File: src/rtl/conv_pass_scheduler_if.sv
// rtl/conv_pass_scheduler_if.sv - handshake bundle between layer FSM, conv datapath and the pass scheduler
interface conv_pass_scheduler_if #(
    parameter int PIX_W       = 12,
    parameter int PASS_W      = 8,
    parameter int SCALE_WIDTH = 4
);
    logic                   start;
    logic [PIX_W-1:0]       cfg_pixels;
    logic [PASS_W-1:0]      cfg_passes;
    logic [SCALE_WIDTH-1:0] cfg_scale;
    logic                   wgt_req;
    logic                   wgt_ack;
    logic                   data_req;
    logic                   data_valid_in;
    logic                   adder_rst;
    logic [SCALE_WIDTH-1:0] scale_out;
    logic                   last_pass;
    logic [PASS_W-1:0]      pass_idx;
    logic                   busy;
    logic                   state_end;

    modport master (
        output start, cfg_pixels, cfg_passes, cfg_scale, wgt_ack, data_valid_in,
        input  wgt_req, data_req, adder_rst, scale_out, last_pass, pass_idx, busy, state_end
    );

    modport slave (
        input  start, cfg_pixels, cfg_passes, cfg_scale, wgt_ack, data_valid_in,
        output wgt_req, data_req, adder_rst, scale_out, last_pass, pass_idx, busy, state_end
    );
endinterface

File: src/rtl/conv_pass_scheduler.sv
// rtl/conv_pass_scheduler.sv - sequences weight-load / pixel-stream passes of one conv job through the MAC array
module conv_pass_scheduler #(
    parameter int PIX_W        = 12,
    parameter int PASS_W       = 8,
    parameter int SCALE_WIDTH  = 4,
    parameter int DRAIN_CYCLES = 4
) (
    input  logic                  clk,
    input  logic                  rstn,
    conv_pass_scheduler_if.slave  sif
);
    localparam int DRAIN_W = (DRAIN_CYCLES > 1) ? $clog2(DRAIN_CYCLES) : 1;
    localparam logic [DRAIN_W-1:0] DRAIN_LOAD = DRAIN_W'(DRAIN_CYCLES - 1);

    typedef enum logic [2:0] {
        IDLE,
        LOAD_W,
        STREAM,
        DRAIN,
        DONE
    } state_t;

    state_t                 state;
    state_t                 state_nxt;
    logic [PIX_W-1:0]       pix_cnt;
    logic [PIX_W-1:0]       pix_cnt_nxt;
    logic [PIX_W-1:0]       lat_pixels;
    logic [PIX_W-1:0]       lat_pixels_nxt;
    logic [PASS_W-1:0]      pass_idx;
    logic [PASS_W-1:0]      pass_idx_nxt;
    logic [PASS_W-1:0]      lat_passes;
    logic [PASS_W-1:0]      lat_passes_nxt;
    logic [SCALE_WIDTH-1:0] scale_q;
    logic [SCALE_WIDTH-1:0] scale_nxt;
    logic [DRAIN_W-1:0]     drain_cnt;
    logic [DRAIN_W-1:0]     drain_cnt_nxt;
    logic                   wgt_req_q;
    logic                   data_req_q;

    logic pix_accept;
    logic pix_last;
    logic pass_last;

    assign pix_accept = (state == STREAM) && sif.data_valid_in;
    assign pix_last   = (pix_cnt == (lat_pixels - PIX_W'(1)));
    assign pass_last  = (pass_idx == (lat_passes - PASS_W'(1)));

    always_comb begin
        state_nxt      = state;
        pix_cnt_nxt    = pix_cnt;
        lat_pixels_nxt = lat_pixels;
        pass_idx_nxt   = pass_idx;
        lat_passes_nxt = lat_passes;
        scale_nxt      = scale_q;
        drain_cnt_nxt  = drain_cnt;

        case (state)
            IDLE: begin
                if (sif.start) begin
                    lat_pixels_nxt = sif.cfg_pixels;
                    lat_passes_nxt = sif.cfg_passes;
                    scale_nxt      = sif.cfg_scale;
                    pass_idx_nxt   = '0;
                    pix_cnt_nxt    = '0;
                    // An empty job still reports completion so the layer FSM never stalls.
                    if ((sif.cfg_pixels == '0) || (sif.cfg_passes == '0)) begin
                        state_nxt = DONE;
                    end else begin
                        state_nxt = LOAD_W;
                    end
                end
            end

            LOAD_W: begin
                if (sif.wgt_ack) begin
                    state_nxt = STREAM;
                end
            end

            STREAM: begin
                if (sif.data_valid_in) begin
                    if (pix_last) begin
                        pix_cnt_nxt = '0;
                        if (pass_last) begin
                            state_nxt     = DRAIN;
                            drain_cnt_nxt = DRAIN_LOAD;
                        end else begin
                            pass_idx_nxt = pass_idx + PASS_W'(1);
                            state_nxt    = LOAD_W;
                        end
                    end else begin
                        pix_cnt_nxt = pix_cnt + PIX_W'(1);
                    end
                end
            end

            DRAIN: begin
                if (drain_cnt == '0) begin
                    state_nxt = DONE;
                end else begin
                    drain_cnt_nxt = drain_cnt - DRAIN_W'(1);
                end
            end

            DONE: begin
                state_nxt = IDLE;
            end

            default: begin
                state_nxt = IDLE;
            end
        endcase
    end

    always_ff @(posedge clk or negedge rstn) begin
        if (!rstn) begin
            state      <= IDLE;
            pix_cnt    <= '0;
            lat_pixels <= '0;
            pass_idx   <= '0;
            lat_passes <= '0;
            scale_q    <= '0;
            drain_cnt  <= '0;
            wgt_req_q  <= 1'b0;
            data_req_q <= 1'b0;
        end else begin
            state      <= state_nxt;
            pix_cnt    <= pix_cnt_nxt;
            lat_pixels <= lat_pixels_nxt;
            pass_idx   <= pass_idx_nxt;
            lat_passes <= lat_passes_nxt;
            scale_q    <= scale_nxt;
            drain_cnt  <= drain_cnt_nxt;
            // Request strobes come straight from flops so the datapath sees clean edges.
            wgt_req_q  <= (state_nxt == LOAD_W);
            data_req_q <= (state_nxt == STREAM);
        end
    end

    assign sif.wgt_req   = wgt_req_q;
    assign sif.data_req  = data_req_q;
    assign sif.busy      = (state != IDLE);
    assign sif.state_end = (state == DONE);
    assign sif.scale_out = scale_q;
    assign sif.pass_idx  = pass_idx;
    assign sif.last_pass = (state != IDLE) && pass_last;
    // First pixel of the job loads the accumulators instead of adding to stale sums.
    assign sif.adder_rst = pix_accept && (pass_idx == '0) && (pix_cnt == '0);
endmodule

File: src/flat_wrapper.sv
// flat-port wrapper written by rule: the top's interface ports become plain ports
module conv_pass_scheduler_flat 
#(
    parameter int PIX_W        = 12,
    parameter int PASS_W       = 8,
    parameter int SCALE_WIDTH  = 4,
    parameter int DRAIN_CYCLES = 4
)
  (clk, rstn, sif_start, sif_cfg_pixels, sif_cfg_passes, sif_cfg_scale, sif_wgt_ack, sif_data_valid_in, sif_wgt_req, sif_data_req, sif_adder_rst, sif_scale_out, sif_last_pass, sif_pass_idx, sif_busy, sif_state_end);
  conv_pass_scheduler_if #(.PIX_W(PIX_W), .PASS_W(PASS_W), .SCALE_WIDTH(SCALE_WIDTH)) sif_i ();
  input  logic clk;
  input  logic rstn;
  input wire logic [$bits(sif_i.start)-1:0] sif_start;
  input wire logic [$bits(sif_i.cfg_pixels)-1:0] sif_cfg_pixels;
  input wire logic [$bits(sif_i.cfg_passes)-1:0] sif_cfg_passes;
  input wire logic [$bits(sif_i.cfg_scale)-1:0] sif_cfg_scale;
  input wire logic [$bits(sif_i.wgt_ack)-1:0] sif_wgt_ack;
  input wire logic [$bits(sif_i.data_valid_in)-1:0] sif_data_valid_in;
  output wire logic [$bits(sif_i.wgt_req)-1:0] sif_wgt_req;
  output wire logic [$bits(sif_i.data_req)-1:0] sif_data_req;
  output wire logic [$bits(sif_i.adder_rst)-1:0] sif_adder_rst;
  output wire logic [$bits(sif_i.scale_out)-1:0] sif_scale_out;
  output wire logic [$bits(sif_i.last_pass)-1:0] sif_last_pass;
  output wire logic [$bits(sif_i.pass_idx)-1:0] sif_pass_idx;
  output wire logic [$bits(sif_i.busy)-1:0] sif_busy;
  output wire logic [$bits(sif_i.state_end)-1:0] sif_state_end;
  assign sif_i.start = sif_start;
  assign sif_i.cfg_pixels = sif_cfg_pixels;
  assign sif_i.cfg_passes = sif_cfg_passes;
  assign sif_i.cfg_scale = sif_cfg_scale;
  assign sif_i.wgt_ack = sif_wgt_ack;
  assign sif_i.data_valid_in = sif_data_valid_in;
  assign sif_wgt_req = sif_i.wgt_req;
  assign sif_data_req = sif_i.data_req;
  assign sif_adder_rst = sif_i.adder_rst;
  assign sif_scale_out = sif_i.scale_out;
  assign sif_last_pass = sif_i.last_pass;
  assign sif_pass_idx = sif_i.pass_idx;
  assign sif_busy = sif_i.busy;
  assign sif_state_end = sif_i.state_end;
  conv_pass_scheduler #(.PIX_W(PIX_W), .PASS_W(PASS_W), .SCALE_WIDTH(SCALE_WIDTH), .DRAIN_CYCLES(DRAIN_CYCLES)) u_core (.clk(clk), .rstn(rstn), .sif(sif_i));
endmodule
File: config.mk
export PLATFORM = sky130hd
export DESIGN_NAME = conv_pass_scheduler_flat
export DESIGN_NICKNAME = d
export VERILOG_FILES = /design/src/rtl/conv_pass_scheduler_if.sv /design/src/rtl/conv_pass_scheduler.sv /design/src/flat_wrapper.sv
export SDC_FILE = /design/constraint.sdc
export NUM_CORES = 1
export LEC_CHECK = 0
export BUFFER_PORTS_ARGS = -buffer_cell sky130_fd_sc_hd__buf_2
export CAP_MARGIN = 20
export CORE_MARGIN = 8
export CORE_UTILIZATION = 55
export DETAILED_ROUTE_END_ITERATION = 10
export GPL_TIMING_DRIVEN = 0
export PLACE_DENSITY = 0.77
export SYNTH_ARGS = -nofsm -noshare
export SYNTH_HDL_FRONTEND = slang
export SYNTH_SLANG_ARGS = --single-unit
File: constraint.sdc
create_clock -name clk -period 2.96 [get_ports clk]
set_clock_uncertainty 0.05 [all_clocks]
set_input_delay 0.444 -clock clk [delete_from_list [all_inputs] [get_ports clk]]
set_output_delay 0.444 -clock clk [all_outputs]
set_load 0.05 [all_outputs]
==> flow_summary.ini <==
[outcome]
outcome = complete, no violations

[setup_path]
cpMostUsedCell = o211ai_1
r2r_end = u_core.sif.pass_idx[2]
ff2ff_path_depth = 9
cp-start-kind = flip-flop
worst-path-max-fanout = 7
path_depth = 8
crit_family = simple AND/OR/NAND/NOR gates
cp_num_buf_inv = 2
path_class = reg2out
cp_slowest_stage_delay_ns = 0.40
slowest_stage = dfrtp_1
rr_startpoint = u_core.lat_pixels[3]
path_cells = inv_1 -> ha_1 -> or3_1 -> o211ai_1 -> a2bb2oi_1 -> o211ai_1 -> nor2_1 -> buf_6
timing.critical_path.to = sif_last_pass
rrSetupSlack_ns = 0.29
end_kind = primary output
worstPathArrival_ns = 2.29
startpoint = u_core.lat_passes[0]
required_ns = 2.47

[timing]
tightest_slew_ns = 0.739
finalCritPeriodShare = 0.942
hold_viol_final = 0
whs_ns = 0.280
finalMaxSlewViolations = 0
clock.fmax_ghz = 0.359
finalSetupViolations = 0
maxSlewHeadroom = 0.507
fin_crit_ns = 2.79

[power_and_ir_drop]
power_leakage_nw = 1.68
finalPower_mw = 3.43
power.density_nw_per_um2 = 933
vdd_drop_max_uv = 617

[job]
drv_cap = 0

[route]
first_iter_violations = 169
routed_wl_um = 7570
drcViolationCount = 0
drtPass1Iterations = 4
viasPerCell = 5.69
vias = 2902
wl_per_cell_um = 14.9
route.antenna.remaining_nets = 0

[logic_synthesis]
synth_top_area_share = 0.397
synth-seq-area-share = 0.397
synth-edff-count = 0
async_flop_share = 1.00
yosys_register_bits = 51
yosys_warnings = 0
synth_top_cell_by_area = dfrtp_1
ys.flop_type = dfrtp_1
syn_inst = 378
syn_avg_cell_area_um2 = 8.50
synth_cell_types = 57
synthesis.nets = 414
yosys-top-cells-area = dfrtp_1, nand2_1, xnor2_1, xor2_1, ha_1
synth.cell_area_um2 = 3210

[placed_design]
place.gp.congestion = 0.839
placed_cell_area_um2 = 3560
placedCellCount = 500
hpwlAfterDp_um = 5760
io_buffers = 46

[finish]
final_cell_mix = nand2_1, dfrtp_1, buf_2
layout.cells.non_filler = 510
syn2layout_area_growth_pct = 14.3
antenna_cells = 0
stdcell_area_um2 = 3670
drive_gt1_frac = 0.172
final_util = 0.635
nets = 470
final_common_cell = nand2_1

[die]
fp.dieW_um = 92.4
coreArea_um2 = 5780
start_util = 0.556
fp.dieH_um = 92.4
die_area_um2 = 8550
io_pins = 47
rows = 28

[clock_network]
tritoncts = done
clkSinkCount = 51
cts_max_level = 2
clockBufferDepth = 2
clk_latency_ns = 0.31
numCtsBuffers = 5
root_buffer = clkbuf_8
clk_pin_slew_ns = 0.09

[grt]
track_usage = 0.185
grt_max_degree = 40
grt_overflow = 0
first_global_vias = 2834
use_met3 = 0.0405
grtUsageMet2 = 0.308
grt_first_pass_wirelength_um = 13000
antenna_found_initial = 0
busiest_layer = met2
met1_usage = 0.236

[min_path]
min_path_type = in2reg
routing by layer:
layer	part of all wire	up-vias
met5	0	-
met4	0.015	0
met3	0.047	12
met2	0.48	75
met1	0.46	1383
li1	-	1432
cell families after synthesis:
group                      count (synthesis)  synth area share
and+or+nand+nor                          184             0.288
AOI/OAI and AO/OA                         61             0.139
DFF                                       51             0.397
buffers and inverters                     41            0.0529
xor gates and xnor gates                  26            0.0708
muxes                                      8            0.0249
adders and majority gates                  7            0.0272
cells in the mapped netlist (3+ instances only):
cell type / count
a21oi_1: 10
a211oi_2: 4
or3_1: 3
nand4_1: 8
nor2_1: 18
mux2i_1: 8
nand3b_1: 6
nand3_1: 14
o21ai_0: 12
dfrtp_1: 51
nand2b_1: 10
nor4_1: 12
nor2b_1: 3
xnor2_1: 14
nor3_2: 3
nand2_1: 83
o31ai_1: 4
nor3_1: 8
ha_1: 7
inv_1: 22
a31oi_1: 4
xor2_1: 12
nor3b_1: 3
o211ai_1: 4
clkbuf_1: 15
final cells by class:
cell class / instances / area [µm²]
Buffer: 19 / 87.6
Clock buffer: 6 / 72.6
Clock inverter: 2 / 12.5
Fill cell: 525 / 2110
Inverter: 22 / 82.6
Multi-Input combinational cell: 286 / 1770
Sequential cell: 51 / 1280
Tap cell: 75 / 93.8
Timing Repair Buffer: 49 / 274
worst min-delay path, delay by kind of cell:
kind / cells / cell delay [ns]
buffers and inverters: 1 / 0.08
AND/OR/NAND/NOR: 2 / 0.08
registers in the layout, summed over array words and instances (netlist names):
name / cells
u_core.sif.wgt_req: 1
u_core.lat_passes: 8
u_core.sif.pass_idx: 8
u_core.sif.scale_out: 4
u_core.sif.data_req: 1
u_core.lat_pixels: 12
u_core.pix_cnt: 12
u_core.state: 3
u_core.drain_cnt: 2
where the power goes:
group          internal [mW]  switching (mW)  leakage [nW]
registers              0.933           0.232         0.660
logic                  0.674            1.18         0.982
clock network          0.166           0.237        0.0412
total                   1.77            1.65          1.68
worst min path at each step:
stage	to	start	depth (start not counted)	slack, ns
floorplan	u_core.drain_cnt[0]	rstn	0	0.1
global placement	u_core.sif.scale_out[0]	u_core.sif.scale_out[0]	2	0.41
detailed placement	u_core.sif.scale_out[1]	rstn	1	0.31
CTS	u_core.sif.scale_out[0]	sif_cfg_scale[0]	3	0.27
global route	u_core.sif.scale_out[0]	sif_cfg_scale[0]	3	0.27
finish	u_core.sif.scale_out[2]	sif_cfg_scale[2]	3	0.28
through the flow:
stage,TNS (ns),setup slack (ns)
after global placement,0,0.295
after global routing,-0.00517,-0.00517
after floorplan,0,0.00845
after CTS,0,0.0971
final,0,0.172
after detailed placement,0,0.290
timing repair:
| item | CTS | global route |
|---|---|---|
| buffers inserted | 1 | 0 |
| endpoints found under the setup margin | 1 | 2 |
| hold buffers | 1 | 0 |
| gates resized for setup | 0 | 4 |
| endpoints found under the hold margin | 12 | 0 |
| pin swaps | 0 | 1 |
No activity file was read; power rests on OpenSTA's default activity.
